$ cat src/rtl/mips_lsu_pkg.sv
// Shared types and decode helpers for the MIPS load/store unit.
package mips_lsu_pkg;

    localparam int LSU_OP_W = 4;

    typedef enum logic [LSU_OP_W-1:0] {
        OP_LB  = 4'd0,
        OP_LBU = 4'd1,
        OP_LH  = 4'd2,
        OP_LHU = 4'd3,
        OP_LW  = 4'd4,
        OP_LWL = 4'd5,
        OP_LWR = 4'd6,
        OP_SB  = 4'd8,
        OP_SH  = 4'd9,
        OP_SW  = 4'd10
    } lsu_op_t;

    typedef enum logic [1:0] {
        ST_IDLE   = 2'd0,
        ST_ACCESS = 2'd1,
        ST_RESP   = 2'd2
    } lsu_state_t;

    function automatic logic is_store(input logic [LSU_OP_W-1:0] op);
        case (op)
            OP_SB, OP_SH, OP_SW: return 1'b1;
            default:             return 1'b0;
        endcase
    endfunction

    function automatic logic is_legal(input logic [LSU_OP_W-1:0] op);
        case (op)
            OP_LB, OP_LBU, OP_LH, OP_LHU, OP_LW, OP_LWL, OP_LWR,
            OP_SB, OP_SH, OP_SW: return 1'b1;
            default:             return 1'b0;
        endcase
    endfunction

    function automatic logic is_misaligned(input logic [LSU_OP_W-1:0] op, input logic [1:0] k);
        case (op)
            OP_LH, OP_LHU, OP_SH: return k[0];
            OP_LW, OP_SW:         return (k != 2'b00);
            default:              return 1'b0;
        endcase
    endfunction

endpackage

$ cat src/rtl/mips_lsu_load_align.sv
// Combinational load result formatter: lane select, extension and LWL/LWR merge.
module lsu_load_align
    import mips_lsu_pkg::*;
(
    input  logic [LSU_OP_W-1:0] i_op,
    input  logic [1:0]          i_k,
    input  logic [31:0]         i_w,
    input  logic [31:0]         i_rt_old,
    output logic [31:0]         o_rdata
);

    logic [4:0]  w_shr;
    logic [4:0]  w_shl;
    logic [31:0] w_w_shr;
    logic [7:0]  w_byte;
    logic [15:0] w_half;

    // w_shr = 8k selects the addressed byte; w_shl = 8(3-k) aligns it to the MSB for LWL
    assign w_shr   = {i_k, 3'b000};
    assign w_shl   = {~i_k, 3'b000};
    assign w_w_shr = i_w >> w_shr;
    assign w_byte  = w_w_shr[7:0];
    assign w_half  = i_k[1] ? i_w[31:16] : i_w[15:0];

    always_comb begin
        o_rdata = '0;
        case (i_op)
            OP_LB:   o_rdata = {{24{w_byte[7]}}, w_byte};
            OP_LBU:  o_rdata = {24'd0, w_byte};
            OP_LH:   o_rdata = {{16{w_half[15]}}, w_half};
            OP_LHU:  o_rdata = {16'd0, w_half};
            OP_LW:   o_rdata = i_w;
            OP_LWL:  o_rdata = (i_w << w_shl) | (i_rt_old & ~(32'hFFFF_FFFF << w_shl));
            OP_LWR:  o_rdata = w_w_shr | (i_rt_old & ~(32'hFFFF_FFFF >> w_shr));
            default: o_rdata = '0;
        endcase
    end

endmodule

$ cat src/rtl/mips_lsu.sv
// Load/store unit: request capture, fault check, one-cycle memory access and registered response.
module mips_lsu
    import mips_lsu_pkg::*;
#(
    parameter int OP_W = LSU_OP_W
)(
    input  logic            clk,
    input  logic            reset,
    input  logic            req_valid,
    output logic            req_ready,
    input  logic [OP_W-1:0] req_op,
    input  logic [31:0]     req_addr,
    input  logic [31:0]     req_wdata,
    input  logic [31:0]     req_rt_old,
    output logic            resp_valid,
    input  logic            resp_ready,
    output logic [31:0]     resp_rdata,
    output logic            resp_fault,
    output logic [31:0]     mem_address,
    output logic            mem_write,
    output logic [3:0]      mem_byte_en,
    output logic [31:0]     mem_writedata,
    input  logic [31:0]     mem_readdata
);

    lsu_state_t      r_state;
    lsu_state_t      w_next;
    logic [OP_W-1:0] r_op;
    logic [31:0]     r_addr;
    logic [31:0]     r_wdata;
    logic [31:0]     r_rt_old;
    logic [31:0]     r_rdata;
    logic            r_fault;
    logic            w_accept;
    logic            w_req_fault;
    logic [1:0]      w_k;
    logic [31:0]     w_load;

    assign w_accept    = req_valid && req_ready;
    assign w_req_fault = !is_legal(req_op) || is_misaligned(req_op, req_addr[1:0]);
    assign w_k         = r_addr[1:0];

    always_ff @(posedge clk or posedge reset) begin
        if (reset) r_state <= ST_IDLE;
        else       r_state <= w_next;
    end

    // Memory outputs are gated by state so an async reset drops mem_write before the next edge
    always_comb begin
        w_next        = r_state;
        req_ready     = 1'b0;
        resp_valid    = 1'b0;
        mem_address   = '0;
        mem_write     = 1'b0;
        mem_byte_en   = '0;
        mem_writedata = '0;
        case (r_state)
            ST_IDLE: begin
                req_ready = 1'b1;
                if (w_accept) w_next = w_req_fault ? ST_RESP : ST_ACCESS;
            end
            ST_ACCESS: begin
                w_next      = ST_RESP;
                mem_address = {r_addr[31:2], 2'b00};
                mem_write   = is_store(r_op);
                case (r_op)
                    OP_SB: begin
                        mem_byte_en   = 4'b0001 << w_k;
                        mem_writedata = {4{r_wdata[7:0]}};
                    end
                    OP_SH: begin
                        mem_byte_en   = w_k[1] ? 4'b1100 : 4'b0011;
                        mem_writedata = {2{r_wdata[15:0]}};
                    end
                    OP_SW: begin
                        mem_byte_en   = 4'b1111;
                        mem_writedata = r_wdata;
                    end
                    OP_LB, OP_LBU: mem_byte_en = 4'b0001 << w_k;
                    OP_LH, OP_LHU: mem_byte_en = w_k[1] ? 4'b1100 : 4'b0011;
                    OP_LW:         mem_byte_en = 4'b1111;
                    OP_LWL:        mem_byte_en = 4'b1111 >> (2'd3 - w_k);
                    OP_LWR:        mem_byte_en = 4'b1111 << w_k;
                    default:       mem_byte_en = 4'b0000;
                endcase
            end
            ST_RESP: begin
                resp_valid = 1'b1;
                if (resp_ready) w_next = ST_IDLE;
            end
            default: w_next = ST_IDLE;
        endcase
    end

    always_ff @(posedge clk) begin
        if (w_accept) begin
            r_op     <= req_op;
            r_addr   <= req_addr;
            r_wdata  <= req_wdata;
            r_rt_old <= req_rt_old;
        end
    end

    lsu_load_align u_load_align (
        .i_op     (r_op),
        .i_k      (w_k),
        .i_w      (mem_readdata),
        .i_rt_old (r_rt_old),
        .o_rdata  (w_load)
    );

    always_ff @(posedge clk or posedge reset) begin
        if (reset) begin
            r_rdata <= '0;
            r_fault <= 1'b0;
        end else if (w_accept && w_req_fault) begin
            r_rdata <= '0;
            r_fault <= 1'b1;
        end else if (r_state == ST_ACCESS) begin
            r_rdata <= is_store(r_op) ? 32'd0 : w_load;
            r_fault <= 1'b0;
        end
    end

    assign resp_rdata = r_rdata;
    assign resp_fault = r_fault;

endmodule

$ cat config.mk
export PLATFORM = sky130hd
export DESIGN_NAME = mips_lsu
export DESIGN_NICKNAME = d
export VERILOG_FILES = /design/src/rtl/mips_lsu_pkg.sv /design/src/rtl/mips_lsu_load_align.sv /design/src/rtl/mips_lsu.sv
export SDC_FILE = /design/constraint.sdc
export NUM_CORES = 1
export LEC_CHECK = 0
export ABC_AREA = 1
export CAP_MARGIN = 20
export CORE_MARGIN = 4
export CORE_UTILIZATION = 25
export CTS_CLUSTER_SIZE = 10
export DETAILED_ROUTE_END_ITERATION = 16
export PLACE_DENSITY_LB_ADDON = 0.15
export RECOVER_POWER = 50
export SETUP_SLACK_MARGIN = 0.02
export SLEW_MARGIN = 30
export SYNTH_ARGS = -nofsm -noshare
export SYNTH_HDL_FRONTEND = slang
export SYNTH_SLANG_ARGS = --single-unit
$ cat constraint.sdc
create_clock -name clk -period 15.67 [get_ports clk]
set_input_delay 3.134 -clock clk [delete_from_list [all_inputs] [get_ports clk]]
set_output_delay 3.134 -clock clk [all_outputs]
set_load 0.01 [all_outputs]
[After elaboration in Yosys (flattened, before gate mapping)]
Memories as Yosys holds them, arrays and structs flattened.
Index checks and enable logic that the tools add are counted.
Cells by class
  add/subtract/negate cells: 1
  eq/ne operators: 18
  shifts and indexed selects: 7
  mux-type cells: 24
  bitwise gates (word level): 7
  reduce and logical (&&, ||, !) cells: 15
Operators with widths (count)
  case mux 32 bit (7 select lines): 1
  two-way mux 32 bit: 5
  case mux 32 bit (3 select lines): 1
  AND 32 bit: 2
  NOT 32 bit: 2
  OR 32 bit: 2
  left shift 32 x 5 -> 32 bit: 1
  left shift 32 x 5 -> 32 bit (first input constant): 1
  >> shifter 32 x 5 -> 32 bit: 1
  >> shifter 32 x 5 -> 32 bit (first input constant): 1
  == test 4 bit (second input constant): 5
  case mux 4 bit (5 select lines): 1
  == test 4 x 2 -> 1 bit (second input constant): 4
  == test 4 x 3 -> 1 bit (second input constant): 4
  two-way mux 16 bit: 1
  OR reduction 3 bit: 4
  two-way mux 1 bit: 8
  two-way mux 4 bit: 2
  two-way mux 2 bit: 3
  case mux 2 bit (3 select lines): 1
  == test 4 x 1 -> 1 bit (second input constant): 1
  zero test 4 bit: 1
  != test 2 bit (second input constant): 2
  nonzero test 2 bit: 2
  other kinds (14): 16
Word-level totals
  register bits: 135
  bits in read-only memories: 16
  input port bits: 136
  output and inout port bits: 104
  logic and storage cells: 80
  memories: 1
Memories
  (name not given): depth 16, bits a word 1, rd ports 1, clocked after memory_dff 0, wr ports 0, RTL line mips_lsu_pkg.sv:33  | case (op)

[Depth between registers and ports, before layout]
  depth in word-level cells: 9
  mapped depth: 11
  mapped depth without buffers: 9

[Modules after synthesis]
Synthesis repeated with hierarchy kept, for this count alone.
Second synthesis, totals
  cell total of the unflattened synthesis: 1105
  area, all modules: 8249.2 um2
By module, submodules not included
  mips_lsu: times used 1, cells each 548, area each 5706.7 um2, seq. area each 3878.7 um2
  lsu_load_align: times used 1, cells each 557, area each 2542.4 um2, seq. area each 0.0 um2

[Worst setup path after synthesis]
Ideal clock, no wire load.
  path type: input port to flip-flop
  start: input req_valid
  end: register r_rdata[0] (netlist: resp_rdata[0])
  setup time: 116 ps
  data arrival time: 8446 ps
  data required time: 15554 ps
  slack: 7108 ps
  stages on the path: 8
  buffers on the path: 1
  path through: inv_1 > nor2_1 > nand3_1 > nand2_1 > inv_1 > clkbuf_1 > nand2_1 > nand2_1
On the way
  cells in the longest elaborated chain, start to end: 3
  elaborated cells on any way between the ends: 4
  those cells by class: mux (1); reduce/logical (3)
Ends and longest elaborated chain
  from (decl): RTL line mips_lsu.sv:9  | input logic req_valid,
  logical AND 1 bit *: RTL line mips_lsu.sv:39  | assign w_accept = req_valid && req_ready;
  via w_accept: RTL line mips_lsu.sv:34  | logic w_accept;
  logical AND 1 bit *: RTL line mips_lsu.sv:116  | end else if (w_accept && w_req_fault) begin
  two-way mux 32 bit / nonzero test 2 bit (equally long branches)
  to (signal assigned): RTL line mips_lsu.sv:120  | r_rdata <= is_store(r_op) ? 32'd0 : w_load;
  to (decl): RTL line mips_lsu.sv:32  | logic [31:0] r_rdata;
Mark *: on every way through the listed nets, which the timed path passes. The rest lies on a longest branch.
A chain may end at the register's enable or synchronous reset.

[Worst setup path after layout]
  start: register r_addr[0]
  end: output mem_byte_en[3]
On the way
  cells in the longest elaborated chain, start to end: 4
  elaborated cells on any way between the ends: 6
  those cells by class: add/sub (1); shift (3); mux (2)
Ends and longest elaborated chain
  from (decl): RTL line mips_lsu.sv:29  | logic [31:0] r_addr;
  from (signal assigned): RTL line mips_lsu.sv:98  | r_addr <= req_addr;
  subtractor 2 bit: RTL line mips_lsu.sv:82  | OP_LWL: mem_byte_en = 4'b1111 >> (2'd3 - w_k);
  >> shifter 4 x 2 -> 4 bit: RTL line mips_lsu.sv:82
  case mux 4 bit (5 select lines) *: RTL line mips_lsu.sv:66  | case (r_op)
  two-way mux 4 bit *: RTL line mips_lsu.sv:57  | case (r_state)
  to (decl): RTL line mips_lsu.sv:21  | output logic [3:0] mem_byte_en,
Every way passes the cells marked *; elsewhere a longest branch is shown, timed or not.

==> impl_metrics.yaml <==
run_status:
  status: "finished, violations left"
  violations: "capacitance limit, slew limit"
yosys:
  synthTopCellsByCount: "nand2_1, nor2_1, inv_1, nand3_1, edfxtp_1"
  yosys-top-cells-area: "edfxtp_1, nand2_1, dfrtp_1"
  yosys_warnings: 0
  netlist-cell-type-count: 27
  synth-main-ff-cell: "edfxtp_1"
  syn_area_per_cell_um2: 7.36
  synth_edf_count: 100
  async_reset_ff_share_pct: 25.9
  synth_seq_cells: 135
  yosys.cell_count.top_type: "nand2_1"
  yosysSeqAreaShare_pct: 50.8
  synth.cell_area_um2: 7630
  synth_cells: 1037
  synth_area_leader_cell: "edfxtp_1"
  synth_top_area_share_pct: 39.4
finish:
  syn_to_final_growth_pct: 43.2
  final_core_util_pct: 36.6
  nNetsFinal: 1393
  drive_above_1_share_pct: 5.04
  fin_area_um2: 10900
  fillers: 3119
timing:
  final.setup.worst_slack_ns: 9.57
  report.final.slew_viol_count: 36
  setup_violations: 0
  min_period_ns: 6.10
  rsz0062_at_grt: "no"
  fin_setup_tns_ns: 0
  timing.final.crit_share_pct: 38.9
  slew_headroom_pct: -33.0
  timing.fmax_ghz: 0.164
  finClkSkew_ns: 0.0149
  worst_pin_slew_ns: 2.00
  hold_viol_final: 0
global_route:
  gr-total-overflow: 0
  grt_use_total_pct: 16.5
  grt_max_degree: 78
  grt_pass1_wl_um: 42500
  antenna_found_initial: 13
  grt_pass1_vias: 7310
detailed_routing:
  vias: 7456
  drc_errors: 0
  first_iter_violations: 559
  ant_nets: 0
  vias_per_cell: 4.48
  dr.pass1.iters: 7
  route.final.wire_length_um: 27800
  wire_per_inst_um: 16.7
placed_design:
  port_buffers: 237
  placed_area_um2: 10300
  place_hpwl_um: 20400
  globalplace.congestion: 0.854
  place_ws_ns: 9.94
clocking:
  post_cts_buffers: 0
  cts_tree: "built"
  cts_buffer_depth: 2
  cts.htree.levels: 4
  root_buffer: "clkbuf_16"
  hold_buffers: 0
  clk_pin_slew_ns: 0.07
  cts-buffers-inserted: 17
  cts.repair.resized: 0
  clock-sinks: 135
  clock_latency_ns: 0.43
die:
  core_um2: 29900
  start_util_pct: 25.5
  num_rows: 63
  dieHeight_um: 183
  dieArea_um2: 33400
  die_w_um: 183
  ios: 240
setup_path:
  crit_type: "reg2out"
  cp-end-kind: "primary output"
  start_kind: "flop"
  crit_arrival_ns: 2.97
  reg2reg_depth: 10
  critPathRequiredTime_ns: 12.54
  worst-path-max-fanout: 50
  path_cells: "buf_4 -> nand2_1 -> inv_1 -> o22ai_1 -> a21oi_1 -> clkdlybuf4s50_1"
  crit_slowest_cell: "inv_1"
  cpPeakStageDelay_ns: 0.63
power_and_ir_drop:
  ir_drop_uv: 91.2
  p_per_area_nw_per_um2: 110
  p_leak_nw: 5.10
min_path:
  hold_depth: 2
  hold_class: "reg2reg"
run:
  cap_violations: 1
flip-flops by register name, indices dropped and copies added, names as in the netlist:
name        flops
resp_rdata     32
r_rt_old       32
r_state         2
r_addr         32
r_wdata        32
resp_fault      1
r_op            4
worst paths after layout:
kind	end	start	slack (ns)
worst min register to register	resp_rdata[13]	resp_rdata[13]	0.48
worst max register to register	resp_rdata[11]	r_state[1]	12.31
worst min-delay path	resp_rdata[13]	resp_rdata[13]	0.48
max in group asynchronous	r_state[1]	reset	10.66
worst max-delay path	mem_byte_en[3]	r_addr[0]	9.57
min in group asynchronous	resp_rdata[1]	reset	3.87
per-stage QoR:
step                      hold WS, ns  std cells  power (mW)
after global placement          0.468       1627       0.817
final                           0.478       1664        1.20
after global routing            0.509       1662        1.27
after detailed placement        0.469       1627       0.817
after floorplan                 0.472       1038       0.670
after CTS                       0.485       1659        1.23
worst max-delay path: cells and delay by family (launching register included):
| kind | cells | cell delay [ns] |
|---|---|---|
| and+or+nand+nor | 1 | 0.21 |
| AOI/OAI and AO/OA | 2 | 0.33 |
| buffers and inverters | 3 | 1.66 |
| DFF | 1 | 0.32 |
routing by layer:
layer / part of all wire [%] / track usage (%) / wire length, um / vias up
li1: - / - / - / 3717
met1: 42 / 20.5 / 11700 / 3388
met5: 0.40 / 0 / 112 / -
met2: 47 / 27.1 / 13000 / 289
met3: 8.9 / 6.36 / 2480 / 44
met4: 1.7 / 4.38 / 470 / 18
area by class of cell:
cell class	instances	area, um2	area share (%)
clock buffer	17	425	3.89
antenna	4	10.0	0.0916
multi-input combinational	733	3070	28.1
clock inverter	15	153	1.40
timing repair buffer	246	2440	22.3
inverter	124	465	4.26
sequential	135	3880	35.5
tap	390	488	4.47
cell usage in the layout (no fill, tap or decap), types with 2 or more instances in the layout:
master and count:
a21oi_1 25, buf_4 6, clkbuf_1 2, clkbuf_16 17, clkdlybuf4s50_1 115, clkinv_1 2
conb_1 2, dfrtp_1 35, diode_2 4, dlygate4sd3_1 122, edfxtp_1 100, inv_1 114
inv_2 9, inv_6 3, inv_8 8, nand2_1 403, nand3_1 103, nor2_1 132
nor2_2 6, nor2_4 3, o211ai_1 9, o21ai_0 25, o21ai_1 9, or2_1 4
or2_2 6
logic make-up (layout without fill, tap and decap cells):
family	count (synthesis)	after routing	synth area share [%]
compound gates	71	71	5.03
flops	135	135	50.8
buf+inv	170	402	9.00
other cells	1	6	0.0491
simple gates	660	660	35.1
where the power goes:
group          internal, mW  total (mW)  switching (mW)  leakage, nW
logic                 0.116       0.318           0.202         3.39
clock network         0.214       0.405           0.191        0.284
registers             0.454       0.478          0.0248         1.42
total                 0.784        1.20           0.418         5.10
No activity file was read; power rests on OpenSTA's default activity.
